## src/rtl/regfile_writeback_arbiter.sv

```systemverilog
// Register-file write-side arbiter: merges ALU and LSU results onto one
// registered write port, buffers LSU results in a FIFO, tracks pending loads.
//
// Ports:
//   clk, rst                      clock, synchronous active-high reset
//   alu_valid/alu_rd/alu_value    ALU result, fixed priority, no backpressure
//   lsu_valid/lsu_ready           LSU result handshake (ready = FIFO not full)
//   lsu_rd/lsu_value              LSU result payload
//   issue_valid/issue_rd          load issue, marks issue_rd pending
//   query_rs1/query_rs2           decode source registers for hazard check
//   rs1_busy/rs2_busy/issue_busy  combinational pending lookups
//   wr_en/rd/rd_value             registered regfile write port
module regfile_writeback_arbiter #(
    parameter int LSU_DEPTH = 4,
    parameter int XLEN      = 32
) (
    input  logic            clk,
    input  logic            rst,
    input  logic            alu_valid,
    input  logic [4:0]      alu_rd,
    input  logic [XLEN-1:0] alu_value,
    input  logic            lsu_valid,
    output logic            lsu_ready,
    input  logic [4:0]      lsu_rd,
    input  logic [XLEN-1:0] lsu_value,
    input  logic            issue_valid,
    input  logic [4:0]      issue_rd,
    input  logic [4:0]      query_rs1,
    input  logic [4:0]      query_rs2,
    output logic            rs1_busy,
    output logic            rs2_busy,
    output logic            issue_busy,
    output logic            wr_en,
    output logic [4:0]      rd,
    output logic [XLEN-1:0] rd_value
);

    localparam int PW = $clog2(LSU_DEPTH);
    localparam int CW = PW + 1;

    logic [4:0]      r_q_rd  [LSU_DEPTH];
    logic [XLEN-1:0] r_q_val [LSU_DEPTH];
    logic [PW-1:0]   r_wptr;
    logic [PW-1:0]   r_rptr;
    logic [CW-1:0]   r_count;
    logic [31:0]     r_pending;

    logic            w_alu_win;
    logic            w_pop;
    logic            w_push;
    logic [31:0]     w_set;
    logic [31:0]     w_clr;

    // Ready comes only from the registered count, so a pop in a full
    // cycle cannot admit a push in that same cycle.
    assign lsu_ready = (r_count != CW'(LSU_DEPTH));

    // An ALU result targeting x0 is treated as idle so the FIFO may drain.
    assign w_alu_win = alu_valid && (alu_rd != 5'd0);
    assign w_pop     = !w_alu_win && (r_count != '0);
    assign w_push    = lsu_valid && lsu_ready && (lsu_rd != 5'd0);

    assign rs1_busy   = r_pending[query_rs1];
    assign rs2_busy   = r_pending[query_rs2];
    assign issue_busy = r_pending[issue_rd];

    always_comb begin
        w_set = '0;
        w_clr = '0;
        if (issue_valid) begin
            w_set[issue_rd] = 1'b1;
        end
        if (w_pop) begin
            w_clr[r_q_rd[r_rptr]] = 1'b1;
        end
        w_set[0] = 1'b0;
    end

    // FIFO storage carries no reset; the count gates every read.
    always_ff @(posedge clk) begin
        if (w_push) begin
            r_q_rd[r_wptr]  <= lsu_rd;
            r_q_val[r_wptr] <= lsu_value;
        end
    end

    always_ff @(posedge clk) begin
        if (rst) begin
            r_wptr    <= '0;
            r_rptr    <= '0;
            r_count   <= '0;
            r_pending <= '0;
            wr_en     <= 1'b0;
            rd        <= 5'd0;
            rd_value  <= '0;
        end else begin
            if (w_push) begin
                r_wptr <= r_wptr + PW'(1);
            end
            if (w_pop) begin
                r_rptr <= r_rptr + PW'(1);
            end
            case ({w_push, w_pop})
                2'b10:   r_count <= r_count + CW'(1);
                2'b01:   r_count <= r_count - CW'(1);
                default: r_count <= r_count;
            endcase
            // Set is applied after clear so a same-cycle set wins.
            r_pending <= (r_pending & ~w_clr) | w_set;
            if (w_alu_win) begin
                wr_en    <= 1'b1;
                rd       <= alu_rd;
                rd_value <= alu_value;
            end else if (w_pop) begin
                wr_en    <= 1'b1;
                rd       <= r_q_rd[r_rptr];
                rd_value <= r_q_val[r_rptr];
            end else begin
                wr_en    <= 1'b0;
            end
        end
    end

endmodule

```

## config.mk

```make
export PLATFORM = sky130hd
export DESIGN_NAME = regfile_writeback_arbiter
export DESIGN_NICKNAME = d
export VERILOG_FILES = /design/src/rtl/regfile_writeback_arbiter.sv
export SDC_FILE = /design/constraint.sdc
export NUM_CORES = 1
export LEC_CHECK = 0
export ABC_AREA = 1
export BUFFER_PORTS_ARGS = -buffer_cell sky130_fd_sc_hd__buf_2
export CAP_MARGIN = 40
export CORE_MARGIN = 4
export CORE_UTILIZATION = 40
export CTS_CLUSTER_SIZE = 28
export DETAILED_ROUTE_END_ITERATION = 10
export GPL_ROUTABILITY_DRIVEN = 0
export PLACE_DENSITY = 0.63
export SLEW_MARGIN = 10
export SYNTH_ARGS = -nofsm -noshare
export SYNTH_HDL_FRONTEND = slang
export SYNTH_SLANG_ARGS = --single-unit
```

## constraint.sdc

```tcl
create_clock -name clk -period 8.4 [get_ports clk]
set_input_delay 1.68 -clock clk [delete_from_list [all_inputs] [get_ports clk]]
set_output_delay 1.68 -clock clk [all_outputs]
set_load 0.01 [all_outputs]
```

==> results.cfg <==
[setup_path]
endpoint_required_time_on_the_critical_path_ns = 6.72
cp-start-kind = input port
worstReg2RegStart = r_count[1]
count_of_cells_along_the_worst_register_to_register_path = 5
timing.critical_path.arrival_ns = 2.98
r2r_end = r_q_val[0][12]
crit_path_start = query_rs2[0]
crit_path_end = rs2_busy
setup.worst_path.class = in -> out
timing.reg2reg.setup_slack_ns = 5.76
timing.critical_path.to_type = output port
timing.critical_path.fanout_max = 18

[floorplanning]
width_of_the_die_um = 167
dieHeight_um = 167
initial_utilization_pct = 41.1
pin_count = 136
floorplan.core_area_um2 = 24600
std_cell_rows = 57
die_area_um2 = 27900

[yosys]
area_fraction_in_compound_gates_after_synthesis_pct = 8.59
ys_seq_area_share_pct = 59.6
synth_fa_ha_area_share_pct = 0.817
syn_area_um2 = 10100
yosys.area.top_type_share_pct = 44.0
synthDistinctLibCells = 31
synth_mux_area_share_pct = 0
synth_area_per_cell_um2 = 8.96
yosysWarningCount = 0
yosysTopAreaCell = edfxtp_1
yosys_register_bits = 227
synth_xor_xnor_area_share_pct = 0
synthesis.instances = 1128
syn-num-nets = 1228
synthTopCellsByArea = edfxtp_1 (44%), dfxtp_1 (16%), nand2_1 (15%), nand3_1 (6.1%), a21oi_1 (3.0%)
largest_family_of_logic_cells_by_synthesized_area = simple AND/OR/NAND/NOR gates
synthSimpleGateAreaFrac_pct = 25.6

[route]
drc = 0
wl_mm = 26.6
drtIter0Drc = 773
drt_first_pass_iters = 5
avgViaCountPerCell = 5.11
ant_nets = 0
wire_per_inst_um = 16.7
dr_total_vias = 8132

[final_layout]
final_common_cell = nand2_1
post-route-util_pct = 47.9
nFillCells = 2301
area_growth_pct = 16.7
final_layout_size_suffix_gt1_share_pct = 16.7
layout.cells.most_common_list = nand2_1 (411), edfxtp_1 (148), buf_2 (136)
number_of_nets_in_the_finished_design = 1349

[timing]
timing.final.crit_share_pct = 55.4
timing.final.setup_violations = 0
final_critical_path_setup_slack_ns = 3.74
slew_viol_final = 0
hold-worst-slack_ns = 0.470
rsz0062_at_grt = no
finalHoldViolCount = 0
clock-skew-final_ns = 0.0128
fmaxAchievable_ghz = 0.215
max_slew.worst_pin.slew_ns = 0.811
slew_headroom_pct = 45.9
finalCriticalPeriod_ns = 4.66
fin_tns_setup_ns = 0

[grt]
initial_antenna_violation_count = 1
grt_pass1_wl_mm = 41.6
grt_remaining_overflow = 0
grt_pass1_vias = 7718
grt_max_degree = 76
grt.total_usage_pct = 18.4

[clock_tree]
cts_inserted_buffers = 24
post-cts-setup-buffer-count = 0
clkSlewWorstSetupHoldPaths_ns = 0.06
worstSkewPairLatency_ns = 0.51
cts_root_buffer_type = clkbuf_16
cts_max_path_buffers = 3
tritoncts = yes
ctsHtreeMaxLevel = 1
holdBufCountCts = 0
post_cts_resized = 0
clock_sink_count = 227

[power_and_ir_drop]
report.power.total_mw = 3.12
cellPowerDensity_nw_per_um2 = 265
reported_leakage_power_nw = 4.78
worst_ir_drop_vdd_v = 0.000160

[placement]
pre_cts_slack_ns = 3.78
hpwl_mm = 17.0
port-buffer-count = 135

[job]
maxCapViolations = 0

[hold_path]
hold_path_depth = 2
worst_min_delay_path_class = reg -> reg

[status]
result_of_the_run = finished, final reports clean
## synth_stat cells, drive strengths merged
cell    instances
a21oi          60
a22oi          16
and3            1
buf            34
clkbuf         17
clkinv          1
dfxtp          79
edfxtp        148
fa              1
ha              5
inv            68
nand2         415
nand3         123
nand3b          1
nor2           65
nor3           13
o211ai         10
o21a            2
o21ai          59
o22ai          10
## how the worst min path moves through the flow
stage | from | endpoint | slack, ns
final | rd_value[19] | rd_value[19] | 0.47
after global routing | rd_value[7] | rd_value[7] | 0.49
after CTS | rd_value[19] | rd_value[19] | 0.48
after detailed placement | rd_value[6] | rd_value[6] | 0.47
after global placement | rd_value[19] | rd_value[19] | 0.46
after floorplan | r_pending[0] | r_pending[0] | 0.43
## worst max-delay path, stage by stage
cell and delay (ns):
buf_2 0.28, inv_1 0.29, nand2_1 0.12, nand3_1 0.07
nand3_1 0.08, nand2_1 0.05, nand2_1 0.05, nand2_1 0.05
o21a_1 0.17, buf_2 0.13
## flip-flops by register name, summed over array words and instances, names as in the netlist, named ones only
name,cells
r_count,3
r_pending,32
r_q_rd,20
r_q_val,128
r_rptr,2
r_wptr,2
rd,5
rd_value,32
wr_en,1
## logic make-up (layout without fill, tap and decap cells)
| kind of cell | count (synthesis) | in the layout |
|---|---|---|
| adder cells (fa/ha/maj) | 6 | 6 |
| AND/OR/NAND/NOR | 618 | 618 |
| AO/OA/AOI/OAI | 157 | 157 |
| flip-flops | 227 | 227 |
| other | 0 | 1 |
| buffers and inverters | 120 | 258 |
## layer usage
layer  GRT usage [%]  vias to the layer above  wire length (µm)
li1                -                     4029                 -
met1            25.3                     3779             11600
met2            30.1                      265             12400
met3            3.77                       57              1910
met4            4.73                        2               676
met5               0                        -                13
## final cells by class
class / instances / area [µm²] / area share (%)
clock buffers: 30 / 664 / 5.63
inverters: 69 / 262 / 2.22
repair buffers: 146 / 776 / 6.58
flip-flops and latches: 227 / 6030 / 51.1
multi-input cells: 781 / 3570 / 30.3
diodes: 1 / 2.50 / 0.0212
clock inverters: 13 / 90.1 / 0.764
well taps: 324 / 405 / 3.44
## power by group
part	switching, mW	total, mW	internal [mW]
sequential	0.0454	1.36	1.32
combinational	0.537	0.755	0.218
clock	0.416	1.00	0.588
## metrics by stage
stage / instances / instance area [µm²]
floorplan: 1128 / 10100
global placement: 1545 / 11000
detailed placement: 1547 / 11000
CTS: 1590 / 11800
global route: 1590 / 11800
finish: 1591 / 11800
Note: power is estimated with default switching activity, not from simulation.
